[src/rtl/sdm_pkg.sv]
// Shared state encoding and helpers for the serial packet demultiplexer.
package sdm_pkg;
   localparam int STATE_W = 3;

   typedef enum logic [STATE_W-1:0] {
      IDLE = 3'd0,
      ADDR = 3'd1,
      LEN  = 3'd2,
      DATA = 3'd3,
      PAR  = 3'd4,
      DONE = 3'd5,
      ERR  = 3'd6
   } state_t;

   function automatic int max_int(input int a, input int b);
      return (a > b) ? a : b;
   endfunction
endpackage

[src/rtl/sdm_shift_reg.sv]
// Serial-in parallel-out shift register, MSB = oldest bit, async active-low reset.
module sdm_shift_reg #(
   parameter int W = 8
) (
   input  logic         clk,
   input  logic         rst_b,
   input  logic         en,
   input  logic         din,
   output logic [W-1:0] q
);
   logic [W-1:0] q_q, q_d;

   always_comb begin
      q_d = q_q;
      if (en) q_d = (q_q << 1) | W'(din);
   end

   always_ff @(posedge clk or negedge rst_b) begin
      if (!rst_b) q_q <= '0;
      else        q_q <= q_d;
   end

   assign q = q_q;
endmodule

[src/rtl/serial_packet_demux.sv]
// Serial packet demultiplexer: start bit, address, length, payload routed to a one-hot channel.
// Optional even-parity bit after the payload when SDM_PARITY_EN is defined.
//
//   state | meaning
//   IDLE  | line idle-high, waiting for a start bit (sin=0)
//   ADDR  | shifting in the channel address, MSB first
//   LEN   | shifting in the payload length, MSB first
//   DATA  | forwarding payload bits to the selected channel
//   PAR   | checking the even-parity bit (SDM_PARITY_EN only)
//   DONE  | one-cycle done pulse, back to IDLE
//   ERR   | one-cycle error pulse, back to IDLE
module serial_packet_demux
   import sdm_pkg::*;
#(
   parameter int NCH    = 4,
   parameter int ADDR_W = 2,
   parameter int LEN_W  = 4,
   parameter int DATA_W = 8
) (
   input  logic              clk,
   input  logic              rst,
   input  logic              sin,
   output logic [NCH-1:0]    p,
   output logic              dout,
   output logic              outvalid,
   output logic              error,
   output logic              done,
   output logic [2:0]        cur,
   output logic [LEN_W-1:0]  fl,
   output logic [DATA_W-1:0] shift_out
);
   localparam int CNT_W = $clog2(max_int(ADDR_W, LEN_W) + 1);

   state_t            state_q, state_d;
   logic [CNT_W-1:0]  cnt_q, cnt_d;
   logic [LEN_W-1:0]  fl_q, fl_d;
   logic [NCH-1:0]    p_q, p_d;
   logic              outvalid_q, outvalid_d;
   logic              error_q, error_d;
   logic              done_q, done_d;
   logic [ADDR_W-1:0] addr_q, addr_nx;
   logic [LEN_W-1:0]  len_q, len_nx;
   logic              last_bit;
   logic              addr_bad;
`ifdef SDM_PARITY_EN
   logic              par_q, par_d;
`endif

   sdm_shift_reg #(.W(ADDR_W)) u_addr_sr (
      .clk(clk), .rst_b(rst), .en(state_q == ADDR), .din(sin), .q(addr_q));

   sdm_shift_reg #(.W(LEN_W)) u_len_sr (
      .clk(clk), .rst_b(rst), .en(state_q == LEN), .din(sin), .q(len_q));

   sdm_shift_reg #(.W(DATA_W)) u_data_sr (
      .clk(clk), .rst_b(rst), .en(state_q == DATA), .din(sin), .q(shift_out));

   // Field value including the bit being sampled this cycle, so decisions happen on the last bit.
   assign addr_nx  = (addr_q << 1) | ADDR_W'(sin);
   assign len_nx   = (len_q << 1) | LEN_W'(sin);
   assign last_bit = (cnt_q == '0);
   assign addr_bad = (int'(addr_nx) >= NCH);

   always_comb begin
      state_d = state_q;
      cnt_d   = cnt_q;
      fl_d    = '0;
      case (state_q)
         IDLE: begin
            if (!sin) begin
               state_d = ADDR;
               cnt_d   = CNT_W'(ADDR_W - 1);
            end
         end
         ADDR: begin
            if (!last_bit)     cnt_d = cnt_q - CNT_W'(1);
            else if (addr_bad) state_d = ERR;
            else begin
               state_d = LEN;
               cnt_d   = CNT_W'(LEN_W - 1);
            end
         end
         LEN: begin
            if (!last_bit)          cnt_d = cnt_q - CNT_W'(1);
            else if (len_nx == '0)  state_d = ERR;
            else begin
               state_d = DATA;
               fl_d    = len_nx;
            end
         end
         DATA: begin
            fl_d = fl_q - LEN_W'(1);
            if (fl_q == LEN_W'(1)) begin
`ifdef SDM_PARITY_EN
               state_d = PAR;
`else
               state_d = DONE;
`endif
            end
         end
`ifdef SDM_PARITY_EN
         PAR:     state_d = (sin == par_q) ? DONE : ERR;
`endif
         DONE:    state_d = IDLE;
         ERR:     state_d = IDLE;
         default: state_d = IDLE;
      endcase

      outvalid_d = (state_d == DATA);
      p_d        = outvalid_d ? (NCH'(1) << addr_q) : '0;
      error_d    = (state_d == ERR);
      done_d     = (state_d == DONE);
   end

`ifdef SDM_PARITY_EN
   always_comb begin
      par_d = par_q;
      if (state_q == IDLE)      par_d = 1'b0;
      else if (state_q == DATA) par_d = par_q ^ sin;
   end

   always_ff @(posedge clk or negedge rst) begin
      if (!rst) par_q <= 1'b0;
      else      par_q <= par_d;
   end
`endif

   always_ff @(posedge clk or negedge rst) begin
      if (!rst) begin
         state_q    <= IDLE;
         cnt_q      <= '0;
         fl_q       <= '0;
         p_q        <= '0;
         outvalid_q <= 1'b0;
         error_q    <= 1'b0;
         done_q     <= 1'b0;
      end else begin
         state_q    <= state_d;
         cnt_q      <= cnt_d;
         fl_q       <= fl_d;
         p_q        <= p_d;
         outvalid_q <= outvalid_d;
         error_q    <= error_d;
         done_q     <= done_d;
      end
   end

   assign p        = p_q;
   assign outvalid = outvalid_q;
   assign dout     = outvalid_q & sin;
   assign error    = error_q;
   assign done     = done_q;
   assign cur      = state_q;
   assign fl       = fl_q;
endmodule

[config.mk]
export PLATFORM = sky130hd
export DESIGN_NAME = serial_packet_demux
export DESIGN_NICKNAME = d
export VERILOG_FILES = /design/src/rtl/sdm_pkg.sv /design/src/rtl/sdm_shift_reg.sv /design/src/rtl/serial_packet_demux.sv
export SDC_FILE = /design/constraint.sdc
export NUM_CORES = 1
export LEC_CHECK = 0
export ABC_CLOCK_PERIOD_IN_PS = 1450
export CORE_AREA = 10 10 67 69
export DETAILED_ROUTE_END_ITERATION = 10
export DIE_AREA = 0 0 77 79
export GPL_TIMING_DRIVEN = 1
export PLACE_DENSITY_LB_ADDON = 0.15
export SETUP_SLACK_MARGIN = 0.1
export SYNTH_ARGS = -nofsm -noshare
export SYNTH_HDL_FRONTEND = slang
export SYNTH_HIERARCHICAL = 1
export SYNTH_SLANG_ARGS = --single-unit
[constraint.sdc]
create_clock -name clk -period 1.45 [get_ports clk]
set_input_delay 0.29 -clock clk [delete_from_list [all_inputs] [get_ports clk]]
set_output_delay 0.29 -clock clk [all_outputs]
set_load 0.01 [all_outputs]
==> Flow_metrics.wiki <==
{| class="wikitable"
! Metric !! Value
|-
| Final count of hold timing violations || 0
|-
| # nets final || 197
|-
| Deepest level of the CTS H-tree || 2
|-
| Critical-path cell list || or4_4, a41o_1, o21ai_4, nor3b_1
|-
| Horizontal die dimension || 77 um
|-
| Result of the run || finished with violations
|-
| Upper clock frequency limit || 654 MHz
|-
| Measured slew at the worst slew-check pin || 359 ps
|-
| Drt pass-1 iters || 4
|-
| Clock network latency to the later pin of the worst-skew pair || 330 ps
|-
| Power spent charging and discharging nets || 1840 uW
|-
| Synth Warn # || 6
|-
| Final worst setup slack || -79.0 ps
|-
| Required time at the worst-slack endpoint || 1660 ps
|-
| Leak Pwr || 0.00110 uW
|-
| Syn Std Cell Area || 1380 um^2
|-
| Kind of cell with the highest combined delay on the critical path || simple AND/OR/NAND/NOR gates
|-
| Mapped Avg Cell Area || 12.0 um^2
|-
| Overall fraction of global-route tracks in use || 11.6%
|-
| Clock power frac || 13.2%
|-
| Worst slew margin relative to its limit || 76.1%
|-
| Period utilisation layout || 105%
|-
| Number of max-slew violations in the final report || 0
|-
| Post-route total power || 5220 uW
|-
| Ratio of cells with drive above 1 in the final layout || 53.2%
|-
| Synth-to-layout area growth || 62.3%
|-
| Wire length of the first global-routing pass || 5.73 mm
|-
| Initial antenna violation count || 0
|-
| Share of total power in combinational logic || 59.6%
|-
| Failing checks || negative setup slack
|-
| Per-cell via count in the routed design || 4.79
|-
| Syn nets || 122
|-
| Count of final setup violators || 7
|-
| Register share of total power || 27.3%
|-
| Unrepaired setup endpoints after global routing || yes
|-
| DRC violation count after routing || 0
|-
| Clock tree from TritonCTS || built
|-
| Pin count of the biggest net entering global routing || 31
|-
| Total length of routed wires || 3.51 mm
|-
| Worst Setup Path Type || flip-flop to flip-flop
|-
| Max-cap viol count || 0
|-
| Placed wire-length estimate after detailed placement || 2.19 mm
|-
| Cells after Synth || 115
|-
| Cell-internal power || 3380 uW
|-
| Setup TNS || -382 ps
|-
| Critical Path Start Type || flip-flop
|-
| Wire per inst || 14.9 um
|-
| Die outline area || 6080 um^2
|-
| Largest fanout on the critical path || 5
|-
| Clock-pin slew of the registers on the worst-case setup and hold paths || 100 ps
|-
| Placeable Area || 3230 um^2
|-
| Standard-cell rows || 21
|-
| Initial DRC Count || 40
|-
| Starting density of the core || 42.7%
|-
| Power Density || 2330 nW/um^2
|-
| Total grt overflow || 0
|-
| Buf/Inv on CP || 0
|-
| Weighted congestion reported at the end of routability-driven placement || 0.815
|-
| CP max stage delay || 510 ps
|-
| CTS Sinks || 30
|-
| Worst-case clock buffer depth || 2
|-
| Number of top-level design ports || 26
|-
| Via count || 1130
|-
| Worst clock skew || 12.9 ps
|-
| Arrival time at the worst endpoint || 1740 ps
|-
| Number of fillers in the final layout || 234
|-
| Sort of element at the end of the critical path || flip-flop
|-
| Clk Tree Root Cell || sky130_fd_sc_hd__clkbuf_4
|-
| Post-DRT Antenna Nets || 0
|-
| Count of buffers inserted at the top-level ports || 25
|-
| Shortest period the worst path allows || 1530 ps
|-
| Number of diodes added for antenna fixing || 0
|-
| Slowest-stage cell, CP || sky130_fd_sc_hd__or4_4
|-
| Number of global-route vias before repair || 1196
|-
| Inserted Clock Buffers || 5
|-
| Net switching fraction of the power || 35.2%
|-
| Die Y || 79 um
|-
| Class of the tightest hold or removal check || input port to asynchronous set/reset pin
|-
| Worst VDD drop || 0.00171 V
|}
[per-layer routing]
layer | vias up | share of wire [%] | track usage, % | wire length [um]
li1 | 547 | - | - | -
met1 | 537 | 40 | 12.2 | 1410
met2 | 34 | 48 | 19.2 | 1700
met3 | 12 | 7.4 | 5.29 | 260
met4 | 0 | 3.9 | 6.02 | 136
met5 | - | 0 | 0 | 0
[final timing paths]
path / cells after the start / start / slack, ps / endpoint
hold / removal: 2 / rst / 300 / u_len_sr/q[2]
max in group asynchronous: 2 / rst / 960 / cur[0]
min in group clk: 3 / sin / 490 / u_data_sr/q[0]
setup reg to reg: 4 / u_len_sr/q[0] / -80 / p[1]
setup / recovery: 4 / u_len_sr/q[0] / -80 / p[1]
hold reg to reg: 1 / u_addr_sr/q[1] / 510 / p[0]
[power groups by stage]
stage	clock network (uW)	registers [uW]	logic, uW
final	687	1420	3110
after detailed placement	0	1510	2380
after global placement	0	1480	2350
after CTS	702	1430	2710
after floorplan	0	1540	1240
after global routing	756	1460	3350
[state kept, by name (all words and copies together) (netlist names), 2 cells and up]
name and cells:
u_addr_sr/q 2, p 4, u_data_sr/q 8, cur 3
fl 4, cnt_q 3, u_len_sr/q 3
[area by class of cell]
class                   count  area, um^2  share of cell area, %
repair buffers             71         613                   27.4
inverters                   8        32.5                   1.45
clock inverters             1        30.0                   1.34
multi-input cells          74         699                   31.2
flip-flops and latches     30         754                   33.7
clock buffers               6        51.3                   2.29
well taps                  46        57.6                   2.57
[timing repair]
action	CTS	global route
buffers inserted	13	7
pin swaps	10	4
gates cloned	1	0
setup endpoints to repair	46	41
hold buffers	0	0
gates resized for setup	59	26
[per-stage QoR]
stage	hold slack (ps)	instance area (um^2)	setup WS, ps	utilization, %	cells
6_report	302	2240	-79.0	69.3	236
3_3_place_gp	488	1880	-450	58.3	208
3_5_place_dp	499	1880	-496	58.3	208
4_1_cts	309	2100	-112	65.1	229
5_1_grt	306	2240	-136	69.3	236
2_1_floorplan	-5.59	1390	-8.21	-	115
[placed cells by master, fill, tap and decap left out, types with 4 or more instances in the layout]
cell,count
sky130_fd_sc_hd__dfrtp_1,27
sky130_fd_sc_hd__buf_4,39
sky130_fd_sc_hd__inv_2,4
sky130_fd_sc_hd__buf_6,8
sky130_fd_sc_hd__mux2_2,5
sky130_fd_sc_hd__clkbuf_4,5
sky130_fd_sc_hd__clkdlybuf4s15_1,6
sky130_fd_sc_hd__mux2_4,8
sky130_fd_sc_hd__nand2_1,10
sky130_fd_sc_hd__dlygate4sd2_1,12
Power figures use the tool's default switching activity.
